$ cat config.mk
export PLATFORM = sky130hd
export DESIGN_NAME = simd_abs_seq
export DESIGN_NICKNAME = d
export VERILOG_FILES = /design/src/rtl/simd_abs_seq.sv
export SDC_FILE = /design/constraint.sdc
export NUM_CORES = 1
export LEC_CHECK = 0
export CORE_MARGIN = 2
export CORE_UTILIZATION = 33
export DETAILED_ROUTE_END_ITERATION = 8
export HOLD_SLACK_MARGIN = 0.06
export PLACE_DENSITY_LB_ADDON = 0.15
export REMOVE_ABC_BUFFERS = 1
export SLEW_MARGIN = 15
export SYNTH_ARGS = -nofsm -noshare
export SYNTH_HDL_FRONTEND = slang
export SYNTH_SLANG_ARGS = --single-unit
export TNS_END_PERCENT = 30
$ cat constraint.sdc
create_clock -name clk -period 2.1 [get_ports clk]
set_input_delay 0.42 -clock clk [delete_from_list [all_inputs] [get_ports clk]]
set_output_delay 0.42 -clock clk [all_outputs]
set_load 0.03 [all_outputs]
$ cat src/rtl/simd_abs_seq.sv
// ============================================================================
// Module   : simd_abs_seq
// Purpose  : Sequencer that streams a vector operand, one 64-bit word per
//            cycle, through an external simd_unsigned absolute-value datapath
//            and returns registered results with tail byte-enables.
// Options  : SIMD_ABS_SEQ_ZERO_TAIL_EN - when defined, result bytes whose
//            byte-enable is 0 are forced to zero.
// Revision : 1.0 - initial release
// ============================================================================
`default_nettype none

module simd_abs_seq #(
  parameter int DATA_WIDTH = 64,
  parameter int MIN_WIDTH  = 8,
  parameter int SEW_WIDTH  = $clog2(DATA_WIDTH/MIN_WIDTH)+1,
  parameter int VL_WIDTH   = 8
) (
  input  logic                           clk,
  input  logic                           rst,
  input  logic                           req_valid_i,
  output logic                           req_ready_o,
  input  logic [VL_WIDTH-1:0]            req_vl_i,
  input  logic [SEW_WIDTH-1:0]           req_sew_i,
  input  logic                           op_valid_i,
  output logic                           op_ready_o,
  input  logic [DATA_WIDTH-1:0]          op_data_i,
  output logic [SEW_WIDTH-1:0]           simd_sew_o,
  output logic [DATA_WIDTH-1:0]          simd_opA_o,
  output logic                           simd_carry_o,
  input  logic [DATA_WIDTH-1:0]          simd_result_i,
  output logic                           res_valid_o,
  input  logic                           res_ready_i,
  output logic [DATA_WIDTH-1:0]          res_data_o,
  output logic [DATA_WIDTH/MIN_WIDTH-1:0] res_be_o,
  output logic                           res_last_o,
  output logic                           done_o,
  output logic                           err_o,
  output logic                           busy_o
);

  // One byte-enable lane per MIN_WIDTH slice of the word.
  localparam int BE_W = DATA_WIDTH/MIN_WIDTH;
  // Counter width able to hold BE_W itself (elements or lanes per word).
  localparam int CW   = $clog2(BE_W)+1;

  typedef enum logic [1:0] {
    IDLE  = 2'd0,
    RUN   = 2'd1,
    DRAIN = 2'd2
  } state_t;

  state_t               r_state;
  state_t               w_state_next;

  logic [SEW_WIDTH-1:0] r_sew;
  logic [VL_WIDTH-1:0]  r_rem;
  logic [CW-1:0]        r_epw;   // elements per word
  logic [CW-1:0]        r_bpe;   // byte-enable lanes per element

  logic                 w_sew_legal;
  logic                 w_start_ok;
  logic [CW-1:0]        w_epw_new;
  logic [CW-1:0]        w_bpe_new;
  logic [VL_WIDTH-1:0]  w_epw_ext;
  logic                 w_is_last;
  logic [CW-1:0]        w_tail_lanes;
  logic [BE_W-1:0]      w_be_new;
  logic [DATA_WIDTH-1:0] w_data_new;
  logic                 w_op_ready;
  logic                 w_req_hs;
  logic                 w_op_hs;
  logic                 w_res_hs;

  // The operand is forwarded untouched; the datapath is used without carry-in.
  assign simd_opA_o   = op_data_i;
  assign simd_carry_o = 1'b0;

  assign w_sew_legal = (req_sew_i != '0) &&
                       ((req_sew_i & (req_sew_i - SEW_WIDTH'(1))) == '0);
  assign w_start_ok  = w_sew_legal && (req_vl_i != '0);

  // One-hot sew bit k selects elements of DATA_WIDTH>>k bits.
  always_comb begin
    w_epw_new = '0;
    w_bpe_new = '0;
    for (int k = 0; k < SEW_WIDTH; k++) begin
      if (req_sew_i[k]) begin
        w_epw_new = CW'(1 << k);
        w_bpe_new = CW'(BE_W >> k);
      end
    end
  end

  // The final beat enables only the lanes of the remaining live elements.
  assign w_epw_ext    = VL_WIDTH'(r_epw);
  assign w_is_last    = (r_rem <= w_epw_ext);
  assign w_tail_lanes = r_rem[CW-1:0] * r_bpe;
  assign w_be_new     = w_is_last ? ~({BE_W{1'b1}} << w_tail_lanes) : {BE_W{1'b1}};

`ifdef SIMD_ABS_SEQ_ZERO_TAIL_EN
  // Blank every result lane that is not enabled.
  always_comb begin
    w_data_new = simd_result_i;
    for (int i = 0; i < BE_W; i++) begin
      if (!w_be_new[i]) w_data_new[i*MIN_WIDTH +: MIN_WIDTH] = '0;
    end
  end
`else
  assign w_data_new = simd_result_i;
`endif

  // Output register is one deep; a new operand may enter while it drains.
  assign w_op_ready = (r_state == RUN) && (!res_valid_o || res_ready_i);
  assign w_req_hs   = req_valid_i && req_ready_o;
  assign w_op_hs    = op_valid_i && w_op_ready;
  assign w_res_hs   = res_valid_o && res_ready_i;

  // State register.
  always_ff @(posedge clk) begin
    if (rst) r_state <= IDLE;
    else     r_state <= w_state_next;
  end

  // Next-state and state-decoded handshake outputs.
  always_comb begin
    w_state_next = r_state;
    req_ready_o  = 1'b0;
    op_ready_o   = 1'b0;
    busy_o       = 1'b1;
    simd_sew_o   = r_sew;
    case (r_state)
      IDLE: begin
        req_ready_o = 1'b1;
        busy_o      = 1'b0;
        simd_sew_o  = '0;
        if (req_valid_i && w_start_ok) w_state_next = RUN;
      end
      RUN: begin
        op_ready_o = w_op_ready;
        if (w_op_hs && w_is_last) w_state_next = DRAIN;
      end
      DRAIN: begin
        if (w_res_hs) w_state_next = IDLE;
      end
      default: w_state_next = IDLE;
    endcase
  end

  // Request latch, element bookkeeping, result register and status pulses.
  always_ff @(posedge clk) begin
    if (rst) begin
      r_sew       <= '0;
      r_rem       <= '0;
      r_epw       <= '0;
      r_bpe       <= '0;
      res_valid_o <= 1'b0;
      res_data_o  <= '0;
      res_be_o    <= '0;
      res_last_o  <= 1'b0;
      done_o      <= 1'b0;
      err_o       <= 1'b0;
    end else begin
      done_o <= 1'b0;
      err_o  <= 1'b0;
      if (w_req_hs) begin
        r_sew <= req_sew_i;
        r_rem <= req_vl_i;
        r_epw <= w_epw_new;
        r_bpe <= w_bpe_new;
        // Empty or malformed requests finish immediately without beats.
        if (!w_start_ok) begin
          done_o <= 1'b1;
          err_o  <= !w_sew_legal;
        end
      end
      if (w_op_hs) begin
        res_valid_o <= 1'b1;
        res_data_o  <= w_data_new;
        res_be_o    <= w_be_new;
        res_last_o  <= w_is_last;
        r_rem       <= w_is_last ? '0 : (r_rem - w_epw_ext);
      end else if (w_res_hs) begin
        res_valid_o <= 1'b0;
        if (r_state == DRAIN) done_o <= 1'b1;
      end
    end
  end

endmodule

`default_nettype wire

==> impl_metrics.tcl <==
set metrics [dict create \
    outcome "finished, violations left" \
    violations "negative setup slack" \
    dp_cells 809 \
    required_ns 2.36 \
    maxCapViolCount 0 \
    ys_seq_elements 93 \
    ir_drop_uv 414.9 \
    drt_pre_antenna_iters 6 \
    leakage_uw 0.002247 \
    hold_slack_ns 0.4525 \
    finClkSkew_ns 0.01049 \
    coreArea_mm2 0.01277 \
    seq_power_share_pct 42.8 \
    vias 4134 \
    slew-limit-headroom_pct 63.34 \
    regArea_mm2 0.001868 \
    dr.first_iter.drc_count 243 \
    portBuffers 163 \
    die_h_um 118.9 \
    antenna_found_initial 0 \
    track_usage_pct 23.12 \
    path_class "reg -> reg" \
    sw_frac_of_total_pct 26.42 \
    drc_errors 0 \
    clockPowerShare_pct 37.9 \
    cts_tree "built" \
    slowest_delay_ns 0.34 \
    cp_num_cells 10 \
    startpoint "r_epw[1]" \
    clock-sinks 93 \
    rows 41 \
    io_pins 293 \
    crit_chain "inv_2 -> nor2_4 -> ha_4 -> ha_4 -> ha_4 -> xor2_1 -> xnor2_1 -> xnor2_2 -> nor2_4 -> a311oi_2" \
    hold_viol_final 0 \
    hold_class "reg -> reg" \
    r2r-start "r_epw[1]" \
    wl_um 16810 \
    cp-start-kind "register" \
    diodes 0 \
    synth-edff-count 0 \
    cp_top_family "XOR/XNOR gates" \
    fillers 1185 \
    drive_gt1_share_pct 11.68 \
    dieArea_mm2 0.01415 \
    globalplace.congestion 0.8052 \
    ys_async_sr_fraction_pct 0 \
    cpMostUsedCell "ha_4" \
    synth_flop_cell "dfxtp_1" \
    hold_path_depth 2 \
    fin_nets 812 \
    crit_fanout 6 \
    critPathSlowestCell "dfxtp_2" \
    rsz0062_at_grt "true" \
    syn_avg_cell_area_um2 7.998 \
    yosysWarnings 0 \
    combinationalPowerShare_pct 19.3 \
    final_area_mm2 0.006266 \
    via_per_inst 4.975 \
    slew_violations 0 \
    numCtsBuffers 9 \
    grt_overflow_total 0 \
    start_util_pct 34.13 \
    finalCritPeriodShare_pct 102.6 \
    power_density_mw_per_mm2 703.7 \
    fmax_mhz 464.0 \
    syn_area_mm2 0.004359 \
    setup_viol 7 \
    reg2reg_depth 10 \
    cts_max_level 3 \
    clkTransAtPathRegs_ns 0.06 \
    place_area_mm2 0.005784 \
    endpoint_kind "register" \
    internal-power_uw 3245 \
    grt_pass1_wl_um 24320 \
    root_buffer "clkbuf_16" \
    avgRoutedWirePerCell_um 20.23 \
    fin_util_pct 49.05 \
    power_switching_uw 1165 \
    cp.arrival_ns 2.41 \
    synth_sequential_area_ratio_pct 42.71 \
    worst_pin_slew_ns 0.5500 \
    fin_ws_ns -0.05538 \
    hold_start "res_data_o[61]" \
    cts_buffer_depth 2 \
    grt_max_degree 54 \
    die_w_um 118.9 \
    ys_types 50 \
    finalNonFillerCells 831 \
    period_needed_ns 2.155 \
    area_growth_pct 43.74 \
    multiInputGateArea_mm2 0.001984 \
    hpwl_um 12760 \
    grt_pass1_vias 3871 \
    clk-insertion-delay-late_ns 0.34 \
    synth_cells 545 \
    crit_buf_inv 1 \
    postRouteAntennaNets 0 \
]
==> tightest hold or removal path, cell delays in order (launching register included) <==
cell,delay (ns)
dfxtp_1,0.31
nand2_1,0.05
a21oi_1,0.05
==> synth_stat cells, types with 2 or more instances <==
| cell | count | area share (%) |
|---|---|---|
| nor2_2 | 2 | 0.29 |
| xnor2_1 | 5 | 1.0 |
| nand2_1 | 149 | 13 |
| nor4_1 | 4 | 0.57 |
| dfxtp_1 | 93 | 43 |
| buf_4 | 65 | 11 |
| nor2_1 | 27 | 2.3 |
| xor2_1 | 5 | 1.0 |
| buf_2 | 15 | 1.7 |
| o21ai_1 | 3 | 0.34 |
| or3_1 | 2 | 0.29 |
| clkbuf_1 | 14 | 1.2 |
| nand3_1 | 2 | 0.23 |
| nand3b_1 | 3 | 0.52 |
| a211oi_1 | 8 | 1.4 |
| nand2b_1 | 2 | 0.29 |
| o21ai_0 | 5 | 0.57 |
| a21o_1 | 2 | 0.34 |
| and2_1 | 4 | 0.57 |
| inv_1 | 7 | 0.60 |
| nor3_1 | 7 | 0.80 |
| a32oi_1 | 2 | 0.40 |
| nor2b_1 | 4 | 0.57 |
| a21oi_1 | 77 | 8.8 |
| o31a_1 | 2 | 0.40 |
| ha_1 | 12 | 3.4 |
==> cell type report <==
type	count	share of cell area, %
Clock buffer	13	4.153
Clock inverter	3	0.6989
Inverter	7	0.4593
Multi-Input combinational cell	351	31.67
Sequential cell	93	29.81
Tap cell	172	3.434
Timing Repair Buffer	192	29.77
==> cell usage in the layout (no fill, tap or decap), types with 7 or more instances in the layout <==
master	instances
ha_1	7
buf_4	29
nor2_1	26
clkbuf_16	9
dfxtp_1	90
a21oi_1	77
nor3_1	7
clkdlybuf4s50_1	155
nand2_1	149
==> power groups by stage <==
stage	clock, uW	sequential (uW)	combinational [uW]
3_3_place_gp	0	1920	800
6_report	1670	1890	852
4_1_cts	1720	1890	818
3_5_place_dp	0	1920	804
5_1_grt	1790	1900	914
2_1_floorplan	0	2010	303
==> sequential cells by signal (all words and copies together), names as in the netlist <==
name / count
done_o: 1
err_o: 1
r_bpe: 1
r_epw: 3
r_rem: 8
r_sew: 3
r_state: 2
res_be_o: 8
res_data_o: 64
res_last_o: 1
res_valid_o: 1
==> metrics by stage <==
stage	total power, uW	setup WS (ns)	setup TNS [ns]
after floorplan	2315	-1.278	-58.49
after global placement	2721	-0.1593	-0.8303
final	4410	-0.05538	-0.1300
after global routing	4601	-0.1470	-0.7896
after CTS	4425	-0.06806	-0.2509
after detailed placement	2726	-0.2102	-1.346
==> timing repair <==
item | in CTS | in global routing
setup buffers | 1 | 5
hold endpoints to repair | 0 | 0
endpoints found under the setup margin | 16 | 15
hold buffers | 0 | 0
gates resized for setup | 14 | 21
pin swaps | 9 | 12
==> logic make-up after synthesis <==
family | count (synthesis) | share of synthesized area, %
flops | 93 | 42.71
compound gates | 110 | 15.01
fa+ha+maj | 13 | 3.903
other cells | 1 | 0.08603
xor+xnor | 10 | 2.009
mux | 1 | 0.2296
simple gates | 216 | 21.33
buf+inv | 101 | 14.72
==> per-layer routing <==
metal / vias up / wire length [um] / part of all wire (%) / global-route usage [%]
li1: 1954 / - / - / -
met1: 1876 / 6594 / 39 / 25.13
met2: 279 / 6872 / 41 / 32.83
met3: 21 / 2942 / 18 / 19.73
met4: 4 / 270 / 1.6 / 6.399
met5: - / 131 / 0.78 / 7.353
==> path summary, 6_finish.rpt <==
kind                                       end  slack [ns]
worst max-delay path               res_be_o[2]       -0.06
worst min-delay path            res_data_o[61]        0.45
worst max register to register     res_be_o[2]       -0.06
worst min register to register  res_data_o[61]        0.45
(Power assumes the default switching activity.)
